### config.mk
export PLATFORM = sky130hd
export DESIGN_NAME = controlador_busca_flat
export DESIGN_NICKNAME = d
export VERILOG_FILES = /design/src/rtl/cb_pkg.sv /design/src/rtl/controlador_busca_if.sv /design/src/rtl/controlador_busca_seletor_aprovado.sv /design/src/rtl/controlador_busca.sv /design/src/flat_wrapper.sv
export SDC_FILE = /design/constraint.sdc
export NUM_CORES = 1
export LEC_CHECK = 0
export BUFFER_PORTS_ARGS = -buffer_cell sky130_fd_sc_hd__buf_2
export CORE_MARGIN = 2
export CORE_UTILIZATION = 53
export CTS_CLUSTER_DIAMETER = 50
export DETAILED_ROUTE_END_ITERATION = 10
export PLACE_DENSITY = 0.85
export SYNTH_ARGS = -nofsm -noshare
export SYNTH_HDL_FRONTEND = slang
export SYNTH_SLANG_ARGS = --single-unit
### constraint.sdc
create_clock -name clk -period 5.4 [get_ports clk]
set_clock_uncertainty 0.05 [all_clocks]
set_input_delay 1.08 -clock clk [delete_from_list [all_inputs] [get_ports clk]]
set_output_delay 1.08 -clock clk [all_outputs]
set_load 0.005 [all_outputs]
### src/rtl/cb_pkg.sv
// Shared state encoding and arithmetic helpers for the path-search sequencing controller.
package cb_pkg;

  typedef enum logic [3:0] {
    OCIOSO,
    INICIAR,
    ESPERA,
    AVALIAR,
    SELECIONAR,
    DESATIVAR,
    EXPANDIR,
    VIZINHO,
    ATUALIZAR,
    FIM_OK,
    FIM_FALHA
  } estado_e;

  // Unsigned add clamped to the largest value representable in 'largura' bits.
  function automatic logic [31:0] soma_saturada(input logic [31:0] a, input logic [31:0] b,
                                                input int unsigned largura);
    logic [32:0] soma;
    logic [32:0] maximo;
    soma   = {1'b0, a} + {1'b0, b};
    maximo = (33'd1 << largura) - 33'd1;
    return (soma > maximo) ? maximo[31:0] : soma[31:0];
  endfunction

endpackage

### src/rtl/controlador_busca_if.sv
// Evaluator and neighbour-source bus seen by the search controller (master side drives cb_*).
interface controlador_busca_if #(
  parameter int unsigned NUM_NA          = 4,
  parameter int unsigned ADDR_WIDTH      = 5,
  parameter int unsigned DISTANCIA_WIDTH = 5,
  parameter int unsigned CUSTO_WIDTH     = 4
);
  logic [NUM_NA-1:0]                 aa_aprovado_in;
  logic [ADDR_WIDTH*NUM_NA-1:0]      aa_endereco_in;
  logic [DISTANCIA_WIDTH*NUM_NA-1:0] aa_distancia_in;
  logic                              aa_tem_ativo_in;
  logic                              aa_tem_aprovado_in;
  logic                              aa_ocupado_in;
  logic                              aa_pronto_in;
  logic                              cb_atualizar_out;
  logic                              cb_desativar_out;
  logic [ADDR_WIDTH-1:0]             cb_endereco_out;
  logic [ADDR_WIDTH-1:0]             cb_anterior_out;
  logic [DISTANCIA_WIDTH-1:0]        cb_distancia_out;
  logic [CUSTO_WIDTH-1:0]            cb_menor_vizinho_out;
  logic                              cb_expandir_out;
  logic [ADDR_WIDTH-1:0]             cb_expandir_endereco_out;
  logic                              viz_valido_in;
  logic                              viz_vazio_in;
  logic [ADDR_WIDTH-1:0]             viz_endereco_in;
  logic [CUSTO_WIDTH-1:0]            viz_custo_in;
  logic [CUSTO_WIDTH-1:0]            viz_heuristica_in;
  logic                              viz_ultimo_in;
  logic                              cb_viz_pronto_out;

  modport master (
    input  aa_aprovado_in, aa_endereco_in, aa_distancia_in, aa_tem_ativo_in,
           aa_tem_aprovado_in, aa_ocupado_in, aa_pronto_in,
           viz_valido_in, viz_vazio_in, viz_endereco_in, viz_custo_in, viz_heuristica_in,
           viz_ultimo_in,
    output cb_atualizar_out, cb_desativar_out, cb_endereco_out, cb_anterior_out,
           cb_distancia_out, cb_menor_vizinho_out, cb_expandir_out, cb_expandir_endereco_out,
           cb_viz_pronto_out
  );

  modport slave (
    output aa_aprovado_in, aa_endereco_in, aa_distancia_in, aa_tem_ativo_in,
           aa_tem_aprovado_in, aa_ocupado_in, aa_pronto_in,
           viz_valido_in, viz_vazio_in, viz_endereco_in, viz_custo_in, viz_heuristica_in,
           viz_ultimo_in,
    input  cb_atualizar_out, cb_desativar_out, cb_endereco_out, cb_anterior_out,
           cb_distancia_out, cb_menor_vizinho_out, cb_expandir_out, cb_expandir_endereco_out,
           cb_viz_pronto_out
  );
endinterface

### src/rtl/controlador_busca_seletor_aprovado.sv
// Picks the lowest-index approved slot and muxes its address and distance off the flat buses.
module seletor_aprovado #(
  parameter int unsigned NUM_NA          = 4,
  parameter int unsigned ADDR_WIDTH      = 5,
  parameter int unsigned DISTANCIA_WIDTH = 5
) (
  input  logic [NUM_NA-1:0]                 aprovado_i,
  input  logic [ADDR_WIDTH*NUM_NA-1:0]      endereco_i,
  input  logic [DISTANCIA_WIDTH*NUM_NA-1:0] distancia_i,
  output logic [NUM_NA-1:0]                 onehot_o,
  output logic [ADDR_WIDTH-1:0]             endereco_o,
  output logic [DISTANCIA_WIDTH-1:0]        distancia_o
);

  // Scan from the top down so the lowest approved index is the last to write.
  always_comb begin
    onehot_o    = '0;
    endereco_o  = '0;
    distancia_o = '0;
    for (int i = NUM_NA - 1; i >= 0; i--) begin
      if (aprovado_i[i]) begin
        onehot_o    = '0;
        onehot_o[i] = 1'b1;
        endereco_o  = endereco_i[i*ADDR_WIDTH +: ADDR_WIDTH];
        distancia_o = distancia_i[i*DISTANCIA_WIDTH +: DISTANCIA_WIDTH];
      end
    end
  end

endmodule

### src/rtl/controlador_busca.sv
// Sequences the active-node evaluator: seed, select, retire, expand neighbours, report result.
module controlador_busca
  import cb_pkg::*;
#(
  parameter int unsigned NUM_NA          = 4,
  parameter int unsigned ADDR_WIDTH      = 5,
  parameter int unsigned DISTANCIA_WIDTH = 5,
  parameter int unsigned CUSTO_WIDTH     = 4,
  parameter int unsigned WAIT_MAX        = 64
) (
  input  logic                  clk,
  input  logic                  rst_n,
  input  logic                  start_in,
  input  logic [ADDR_WIDTH-1:0] origem_in,
  input  logic [ADDR_WIDTH-1:0] destino_in,
  output logic                  cb_ocupado_out,
  output logic                  cb_encontrado_out,
  output logic                  cb_falha_out,
  controlador_busca_if.master   bus
);

  localparam int unsigned CNT_WIDTH = $clog2(WAIT_MAX + 1);

  estado_e                    estado_q, estado_d;
  logic [ADDR_WIDTH-1:0]      origem_q, origem_d, destino_q, destino_d;
  logic [ADDR_WIDTH-1:0]      sel_end_q, sel_end_d, viz_end_q, viz_end_d;
  logic [DISTANCIA_WIDTH-1:0] sel_dist_q, sel_dist_d, viz_dist_q, viz_dist_d;
  logic [CUSTO_WIDTH-1:0]     viz_heur_q, viz_heur_d;
  logic                       ultimo_q, ultimo_d;
  logic [CNT_WIDTH-1:0]       cnt_q, cnt_d;
  logic                       encontrado_q, encontrado_d, falha_q, falha_d;

  logic [NUM_NA-1:0]          sel_onehot;
  logic [ADDR_WIDTH-1:0]      sel_endereco;
  logic [DISTANCIA_WIDTH-1:0] sel_distancia;

  seletor_aprovado #(
    .NUM_NA          (NUM_NA),
    .ADDR_WIDTH      (ADDR_WIDTH),
    .DISTANCIA_WIDTH (DISTANCIA_WIDTH)
  ) u_seletor (
    .aprovado_i  (bus.aa_aprovado_in),
    .endereco_i  (bus.aa_endereco_in),
    .distancia_i (bus.aa_distancia_in),
    .onehot_o    (sel_onehot),
    .endereco_o  (sel_endereco),
    .distancia_o (sel_distancia)
  );

  always_ff @(posedge clk or negedge rst_n) begin
    if (!rst_n) begin
      estado_q     <= OCIOSO;
      origem_q     <= '0;
      destino_q    <= '0;
      sel_end_q    <= '0;
      sel_dist_q   <= '0;
      viz_end_q    <= '0;
      viz_dist_q   <= '0;
      viz_heur_q   <= '0;
      ultimo_q     <= 1'b0;
      cnt_q        <= '0;
      encontrado_q <= 1'b0;
      falha_q      <= 1'b0;
    end else begin
      estado_q     <= estado_d;
      origem_q     <= origem_d;
      destino_q    <= destino_d;
      sel_end_q    <= sel_end_d;
      sel_dist_q   <= sel_dist_d;
      viz_end_q    <= viz_end_d;
      viz_dist_q   <= viz_dist_d;
      viz_heur_q   <= viz_heur_d;
      ultimo_q     <= ultimo_d;
      cnt_q        <= cnt_d;
      encontrado_q <= encontrado_d;
      falha_q      <= falha_d;
    end
  end

  always_comb begin
    estado_d     = estado_q;
    origem_d     = origem_q;
    destino_d    = destino_q;
    sel_end_d    = sel_end_q;
    sel_dist_d   = sel_dist_q;
    viz_end_d    = viz_end_q;
    viz_dist_d   = viz_dist_q;
    viz_heur_d   = viz_heur_q;
    ultimo_d     = ultimo_q;
    cnt_d        = cnt_q;
    encontrado_d = encontrado_q;
    falha_d      = falha_q;

    bus.cb_atualizar_out         = 1'b0;
    bus.cb_desativar_out         = 1'b0;
    bus.cb_endereco_out          = '0;
    bus.cb_anterior_out          = '0;
    bus.cb_distancia_out         = '0;
    bus.cb_menor_vizinho_out     = '0;
    bus.cb_expandir_out          = 1'b0;
    bus.cb_expandir_endereco_out = '0;
    bus.cb_viz_pronto_out        = 1'b0;

    unique case (estado_q)
      OCIOSO, FIM_OK, FIM_FALHA: begin
        if (start_in) begin
          origem_d     = origem_in;
          destino_d    = destino_in;
          encontrado_d = 1'b0;
          falha_d      = 1'b0;
          estado_d     = INICIAR;
        end
      end
      INICIAR: begin
        bus.cb_atualizar_out = 1'b1;
        bus.cb_endereco_out  = origem_q;
        bus.cb_anterior_out  = origem_q;
        estado_d             = ESPERA;
      end
      ESPERA: begin
        if (!bus.aa_ocupado_in && bus.aa_pronto_in) begin
          cnt_d    = '0;
          estado_d = AVALIAR;
        end
      end
      AVALIAR: begin
        if (!bus.aa_tem_ativo_in) begin
          falha_d  = 1'b1;
          estado_d = FIM_FALHA;
        end else if (bus.aa_tem_aprovado_in) begin
          estado_d = SELECIONAR;
        end else if (cnt_q == CNT_WIDTH'(WAIT_MAX - 1)) begin
          falha_d  = 1'b1;
          estado_d = FIM_FALHA;
        end else begin
          cnt_d = cnt_q + 1'b1;
        end
      end
      SELECIONAR: begin
        // Approval may have been withdrawn since AVALIAR; go back and re-evaluate.
        if (|sel_onehot) begin
          sel_end_d  = sel_endereco;
          sel_dist_d = sel_distancia;
          if (sel_endereco == destino_q) begin
            encontrado_d = 1'b1;
            estado_d     = FIM_OK;
          end else begin
            estado_d = DESATIVAR;
          end
        end else begin
          estado_d = AVALIAR;
        end
      end
      DESATIVAR: begin
        bus.cb_desativar_out = 1'b1;
        bus.cb_endereco_out  = sel_end_q;
        estado_d             = EXPANDIR;
      end
      EXPANDIR, VIZINHO: begin
        bus.cb_expandir_out          = (estado_q == EXPANDIR);
        bus.cb_expandir_endereco_out = (estado_q == EXPANDIR) ? sel_end_q : '0;
        bus.cb_viz_pronto_out        = !bus.aa_ocupado_in;
        if (bus.viz_valido_in && !bus.aa_ocupado_in) begin
          viz_end_d  = bus.viz_endereco_in;
          viz_heur_d = bus.viz_heuristica_in;
          ultimo_d   = bus.viz_ultimo_in;
          viz_dist_d = DISTANCIA_WIDTH'(soma_saturada(32'(sel_dist_q), 32'(bus.viz_custo_in),
                                                      DISTANCIA_WIDTH));
          estado_d   = bus.viz_vazio_in ? ESPERA : ATUALIZAR;
        end
      end
      ATUALIZAR: begin
        bus.cb_atualizar_out     = 1'b1;
        bus.cb_endereco_out      = viz_end_q;
        bus.cb_anterior_out      = sel_end_q;
        bus.cb_distancia_out     = viz_dist_q;
        bus.cb_menor_vizinho_out = viz_heur_q;
        estado_d                 = ultimo_q ? ESPERA : VIZINHO;
      end
      default: estado_d = OCIOSO;
    endcase
  end

  assign cb_ocupado_out    = !(estado_q inside {OCIOSO, FIM_OK, FIM_FALHA});
  assign cb_encontrado_out = encontrado_q;
  assign cb_falha_out      = falha_q;

endmodule

### src/flat_wrapper.sv
// flat-port wrapper written by rule: the top's interface ports become plain ports
module controlador_busca_flat import cb_pkg::*;
#(
  parameter int unsigned NUM_NA          = 4,
  parameter int unsigned ADDR_WIDTH      = 5,
  parameter int unsigned DISTANCIA_WIDTH = 5,
  parameter int unsigned CUSTO_WIDTH     = 4,
  parameter int unsigned WAIT_MAX        = 64
)
  (clk, rst_n, start_in, origem_in, destino_in, cb_ocupado_out, cb_encontrado_out, cb_falha_out, bus_aa_aprovado_in, bus_aa_endereco_in, bus_aa_distancia_in, bus_aa_tem_ativo_in, bus_aa_tem_aprovado_in, bus_aa_ocupado_in, bus_aa_pronto_in, bus_viz_valido_in, bus_viz_vazio_in, bus_viz_endereco_in, bus_viz_custo_in, bus_viz_heuristica_in, bus_viz_ultimo_in, bus_cb_atualizar_out, bus_cb_desativar_out, bus_cb_endereco_out, bus_cb_anterior_out, bus_cb_distancia_out, bus_cb_menor_vizinho_out, bus_cb_expandir_out, bus_cb_expandir_endereco_out, bus_cb_viz_pronto_out);
  controlador_busca_if #(.NUM_NA(NUM_NA), .ADDR_WIDTH(ADDR_WIDTH), .DISTANCIA_WIDTH(DISTANCIA_WIDTH), .CUSTO_WIDTH(CUSTO_WIDTH)) bus_i ();
  input  logic clk;
  input  logic rst_n;
  input  logic start_in;
  input  logic [ADDR_WIDTH-1:0] origem_in;
  input  logic [ADDR_WIDTH-1:0] destino_in;
  output logic cb_ocupado_out;
  output logic cb_encontrado_out;
  output logic cb_falha_out;
  input wire logic [$bits(bus_i.aa_aprovado_in)-1:0] bus_aa_aprovado_in;
  input wire logic [$bits(bus_i.aa_endereco_in)-1:0] bus_aa_endereco_in;
  input wire logic [$bits(bus_i.aa_distancia_in)-1:0] bus_aa_distancia_in;
  input wire logic [$bits(bus_i.aa_tem_ativo_in)-1:0] bus_aa_tem_ativo_in;
  input wire logic [$bits(bus_i.aa_tem_aprovado_in)-1:0] bus_aa_tem_aprovado_in;
  input wire logic [$bits(bus_i.aa_ocupado_in)-1:0] bus_aa_ocupado_in;
  input wire logic [$bits(bus_i.aa_pronto_in)-1:0] bus_aa_pronto_in;
  input wire logic [$bits(bus_i.viz_valido_in)-1:0] bus_viz_valido_in;
  input wire logic [$bits(bus_i.viz_vazio_in)-1:0] bus_viz_vazio_in;
  input wire logic [$bits(bus_i.viz_endereco_in)-1:0] bus_viz_endereco_in;
  input wire logic [$bits(bus_i.viz_custo_in)-1:0] bus_viz_custo_in;
  input wire logic [$bits(bus_i.viz_heuristica_in)-1:0] bus_viz_heuristica_in;
  input wire logic [$bits(bus_i.viz_ultimo_in)-1:0] bus_viz_ultimo_in;
  output wire logic [$bits(bus_i.cb_atualizar_out)-1:0] bus_cb_atualizar_out;
  output wire logic [$bits(bus_i.cb_desativar_out)-1:0] bus_cb_desativar_out;
  output wire logic [$bits(bus_i.cb_endereco_out)-1:0] bus_cb_endereco_out;
  output wire logic [$bits(bus_i.cb_anterior_out)-1:0] bus_cb_anterior_out;
  output wire logic [$bits(bus_i.cb_distancia_out)-1:0] bus_cb_distancia_out;
  output wire logic [$bits(bus_i.cb_menor_vizinho_out)-1:0] bus_cb_menor_vizinho_out;
  output wire logic [$bits(bus_i.cb_expandir_out)-1:0] bus_cb_expandir_out;
  output wire logic [$bits(bus_i.cb_expandir_endereco_out)-1:0] bus_cb_expandir_endereco_out;
  output wire logic [$bits(bus_i.cb_viz_pronto_out)-1:0] bus_cb_viz_pronto_out;
  assign bus_i.aa_aprovado_in = bus_aa_aprovado_in;
  assign bus_i.aa_endereco_in = bus_aa_endereco_in;
  assign bus_i.aa_distancia_in = bus_aa_distancia_in;
  assign bus_i.aa_tem_ativo_in = bus_aa_tem_ativo_in;
  assign bus_i.aa_tem_aprovado_in = bus_aa_tem_aprovado_in;
  assign bus_i.aa_ocupado_in = bus_aa_ocupado_in;
  assign bus_i.aa_pronto_in = bus_aa_pronto_in;
  assign bus_i.viz_valido_in = bus_viz_valido_in;
  assign bus_i.viz_vazio_in = bus_viz_vazio_in;
  assign bus_i.viz_endereco_in = bus_viz_endereco_in;
  assign bus_i.viz_custo_in = bus_viz_custo_in;
  assign bus_i.viz_heuristica_in = bus_viz_heuristica_in;
  assign bus_i.viz_ultimo_in = bus_viz_ultimo_in;
  assign bus_cb_atualizar_out = bus_i.cb_atualizar_out;
  assign bus_cb_desativar_out = bus_i.cb_desativar_out;
  assign bus_cb_endereco_out = bus_i.cb_endereco_out;
  assign bus_cb_anterior_out = bus_i.cb_anterior_out;
  assign bus_cb_distancia_out = bus_i.cb_distancia_out;
  assign bus_cb_menor_vizinho_out = bus_i.cb_menor_vizinho_out;
  assign bus_cb_expandir_out = bus_i.cb_expandir_out;
  assign bus_cb_expandir_endereco_out = bus_i.cb_expandir_endereco_out;
  assign bus_cb_viz_pronto_out = bus_i.cb_viz_pronto_out;
  controlador_busca #(.NUM_NA(NUM_NA), .ADDR_WIDTH(ADDR_WIDTH), .DISTANCIA_WIDTH(DISTANCIA_WIDTH), .CUSTO_WIDTH(CUSTO_WIDTH), .WAIT_MAX(WAIT_MAX)) u_core (.clk(clk), .rst_n(rst_n), .start_in(start_in), .origem_in(origem_in), .destino_in(destino_in), .cb_ocupado_out(cb_ocupado_out), .cb_encontrado_out(cb_encontrado_out), .cb_falha_out(cb_falha_out), .bus(bus_i));
endmodule
==> impl_metrics.yaml <==
outcome:
  run_status: "finished clean"
floorplan:
  num_io_pins: 108
  coreArea_um2: 5200
  initial_core_utilization_pct: 55.7
  fp.dieArea_um2: 6080
  core.rowCount: 26
  floorplan_die_width_um: 78.0
  die_y_um: 78.0
cts:
  ctsResizeCount: 0
  clkSlewWorstSetupHoldPaths_ns: 0.09
  worstSkewPairLatency_ns: 0.30
  post_cts.repair.setup_buffers: 0
  tritoncts: "done"
  htree_num_levels: 2
  cts-root-buf: "sky130_fd_sc_hd__clkbuf_8"
  holdBufCountCts: 0
  ctsLongestPathBuffers: 2
  tritoncts.num_buffers: 5
  numClockSinks: 48
detailed_routing:
  drt-vias-per-instance: 5.85
  average_wire_per_standard_cell_um: 15.9
  drt-pass1-iter-count: 5
  route.detailed.drc: 0
  drt_wl_total_mm: 7.42
  drt_iter0_drc: 328
  vias: 2732
  ant_nets: 0
power_and_ir_drop:
  power_density_nw_per_um2: 453
  peakVddDrop_v: 0.000237
  leakage_nw: 1.78
  total_power_mw: 1.60
setup_path:
  worstSetupEndpointType: "output pin"
  crit_arrival_ns: 2.26
  timing.critical_path.from: "u_core.estado_q[3]"
  timing.setup.critical_path_class: "reg2out"
  critical_path.max_fanout: 12
  start_kind: "register"
  cp_data_required_time_ns: 4.27
  r2r_cells: 6
  timing.rr.start: "u_core.estado_q[3]"
timing:
  worst_slew_pin_slew_ns: 1.05
  layout_min_cycle_time_ns: 3.39
  maxSlewViolCount: 0
  report.final.hold_viol_count: 0
  whs_ns: 0.441
  final-setup-viol-count: 0
  unrepaired_setup_endpoints_after_global_routing: "false"
  final.setup.worst_slack_ns: 2.01
  slew_headroom_pct: 29.8
  layout_worst_path_cycle_share_pct: 62.8
  setup-tns-final_ns: 0
  max_clock_freq_mhz: 295
global_routing:
  grt_overflow: 0
  groute.usage.overall_pct: 25.1
  grt_max_degree: 49
  grt_antenna_before_repair: 0
  number_of_global_route_vias_before_repair: 2636
  grt_pass1_wl_mm: 12.3
cells_and_area:
  fillerInstances: 436
  stdcell_area_um2: 3540
  area.growth.synth_to_final_pct: 22.2
  register_area_um2: 1200
  drive_above_1_share_pct: 37.3
  layout.nets: 479
  antenna_cells: 0
  multi_input_area_um2: 1540
placement:
  placed_cell_areas_um2: 3430
  dpl.hpwl_mm: 5.56
  globalplace.congestion: 0.895
  post-place-ws_ns: 2.37
  placement.io_buffers: 107
yosys:
  synth_cells: 299
  ys_top_cells_by_count: "sky130_fd_sc_hd__dfrtp_1, sky130_fd_sc_hd__mux2_2, sky130_fd_sc_hd__nand2_1"
  synth_top_cell_by_area: "sky130_fd_sc_hd__dfrtp_1"
  synthMostInstantiatedCell: "sky130_fd_sc_hd__dfrtp_1"
  synth_compound_area_share_pct: 22.1
  xor_xnor_cell_area_share_of_the_yosys_netlist_pct: 1.51
  synthesized_netlist_net_count: 382
  synth.area.mux_share_pct: 8.11
  synth-edff-count: 0
  synth_top_family_by_area: "compound AO/OA/AOI/OAI gates"
  synth.top_cells.by_area: "sky130_fd_sc_hd__dfrtp_1, sky130_fd_sc_hd__mux2_2, sky130_fd_sc_hd__a21oi_1"
  yosys_register_bits: 48
  post-synth-top-area-fraction_pct: 41.4
  synth_async_sr_flop_share_pct: 100
  synth_cell_types: 49
  netlist_area_um2: 2900
  post_synthesis_area_per_instance_um2: 9.70
  synth-warning-count: 0
  share_of_synthesized_area_occupied_by_flip_flops_and_latches_pct: 41.4
  yosys.area_share.simple_pct: 18.6
  postSynth.topFlopCell: "sky130_fd_sc_hd__dfrtp_1"
  post_synth_fa_ha_maj_area_fraction_pct: 2.85
hold_path:
  min-delay-start: "u_core.cnt_q[6]"
  worst_hold_path_type: "reg2reg"
  holdPathStages: 1
flow_run:
  cap_viol_max_count: 0
[power breakdown]
part           leakage [nW]  internal, mW  switching (mW)
registers             0.596         0.519           0.150
logic                  1.13         0.343           0.326
clock network        0.0548         0.140           0.127
[path summary, 6_finish.rpt]
check / to / slack [ns]
max in group asynchronous: u_core.origem_q[3] / 3.76
worst max register to register: u_core.origem_q[4] / 2.48
min in group asynchronous: u_core.viz_dist_q[0] / 0.90
worst min-delay path: u_core.cnt_q[6] / 0.44
worst min register to register: u_core.cnt_q[6] / 0.44
worst max-delay path: bus_cb_endereco_out[1] / 2.01
[layout by cell type, fill, tap and decap left out, types with 2 or more instances in the layout]
cell type,count
sky130_fd_sc_hd__nor2_1,16
sky130_fd_sc_hd__nor4b_2,3
sky130_fd_sc_hd__a221oi_1,7
sky130_fd_sc_hd__a221oi_2,3
sky130_fd_sc_hd__o31ai_1,3
sky130_fd_sc_hd__nand2_1,20
sky130_fd_sc_hd__nand4_1,2
sky130_fd_sc_hd__a21oi_2,2
sky130_fd_sc_hd__a21o_1,4
sky130_fd_sc_hd__o21a_1,5
sky130_fd_sc_hd__and3_1,12
sky130_fd_sc_hd__a31oi_1,6
sky130_fd_sc_hd__mux2_2,20
sky130_fd_sc_hd__nor3_1,10
sky130_fd_sc_hd__nor2b_1,10
sky130_fd_sc_hd__o221ai_1,2
sky130_fd_sc_hd__buf_2,107
sky130_fd_sc_hd__o22ai_1,6
sky130_fd_sc_hd__a222oi_1,5
sky130_fd_sc_hd__a21oi_1,15
sky130_fd_sc_hd__clkbuf_8,5
sky130_fd_sc_hd__nand3_1,3
sky130_fd_sc_hd__and2_1,6
sky130_fd_sc_hd__xnor2_1,5
sky130_fd_sc_hd__o21ai_0,15
sky130_fd_sc_hd__dfrtp_1,48
sky130_fd_sc_hd__nand2b_1,6
sky130_fd_sc_hd__ha_1,5
sky130_fd_sc_hd__inv_1,17
sky130_fd_sc_hd__o22a_1,4
sky130_fd_sc_hd__a22o_1,6
[layer usage]
metal | routed length (µm) | vias to the layer above | GRT usage, % | part of all wire (%)
li1 | - | 1304 | - | -
met1 | 3180 | 1330 | 32.2 | 43
met4 | 91 | 0 | 6.84 | 1.2
met2 | 3720 | 91 | 43.6 | 50
met3 | 433 | 7 | 4.30 | 5.8
met5 | 0 | - | 0 | 0
[per-stage QoR]
step / cells / util, %
floorplan: 299 / -
global placement: 459 / 65.9
detailed placement: 459 / 65.9
CTS: 467 / 68.1
global route: 467 / 68.1
finish: 467 / 68.1
[kinds of logic (layout without fill, tap and decap cells)]
logic type	Yosys count	count (layout)
DFF	48	48
adders and majority gates	6	6
muxes	21	21
xor gates and xnor gates	5	5
and+or+nand+nor	96	96
buffers and inverters	34	132
AOI/OAI and AO/OA	89	89
[layout make-up]
cell class,count,area share (%)
inverter,17,1.80
clock inverter,3,1.31
tap,70,2.47
sequential,48,33.9
timing repair buffer,107,15.1
multi-input combinational,217,43.5
clock buffer,5,1.94
[critical path: stages, from the launching register on]
cell	delay, ns
sky130_fd_sc_hd__dfrtp_1	0.52
sky130_fd_sc_hd__nor2b_1	0.57
sky130_fd_sc_hd__and2_1	0.49
sky130_fd_sc_hd__a222oi_1	0.18
sky130_fd_sc_hd__inv_1	0.09
sky130_fd_sc_hd__buf_2	0.11
[flip-flops by register name, indices dropped and copies added (netlist names)]
| register | count |
|---|---|
| u_core.ultimo_q | 1 |
| u_core.origem_q | 5 |
| u_core.sel_dist_q | 5 |
| u_core.cnt_q | 7 |
| u_core.viz_dist_q | 5 |
| u_core.viz_heur_q | 4 |
| u_core.sel_end_q | 5 |
| u_core.cb_falha_out | 1 |
| u_core.destino_q | 5 |
| u_core.cb_encontrado_out | 1 |
| u_core.estado_q | 4 |
| u_core.viz_end_q | 5 |
No activity file was read; power rests on OpenSTA's default activity.
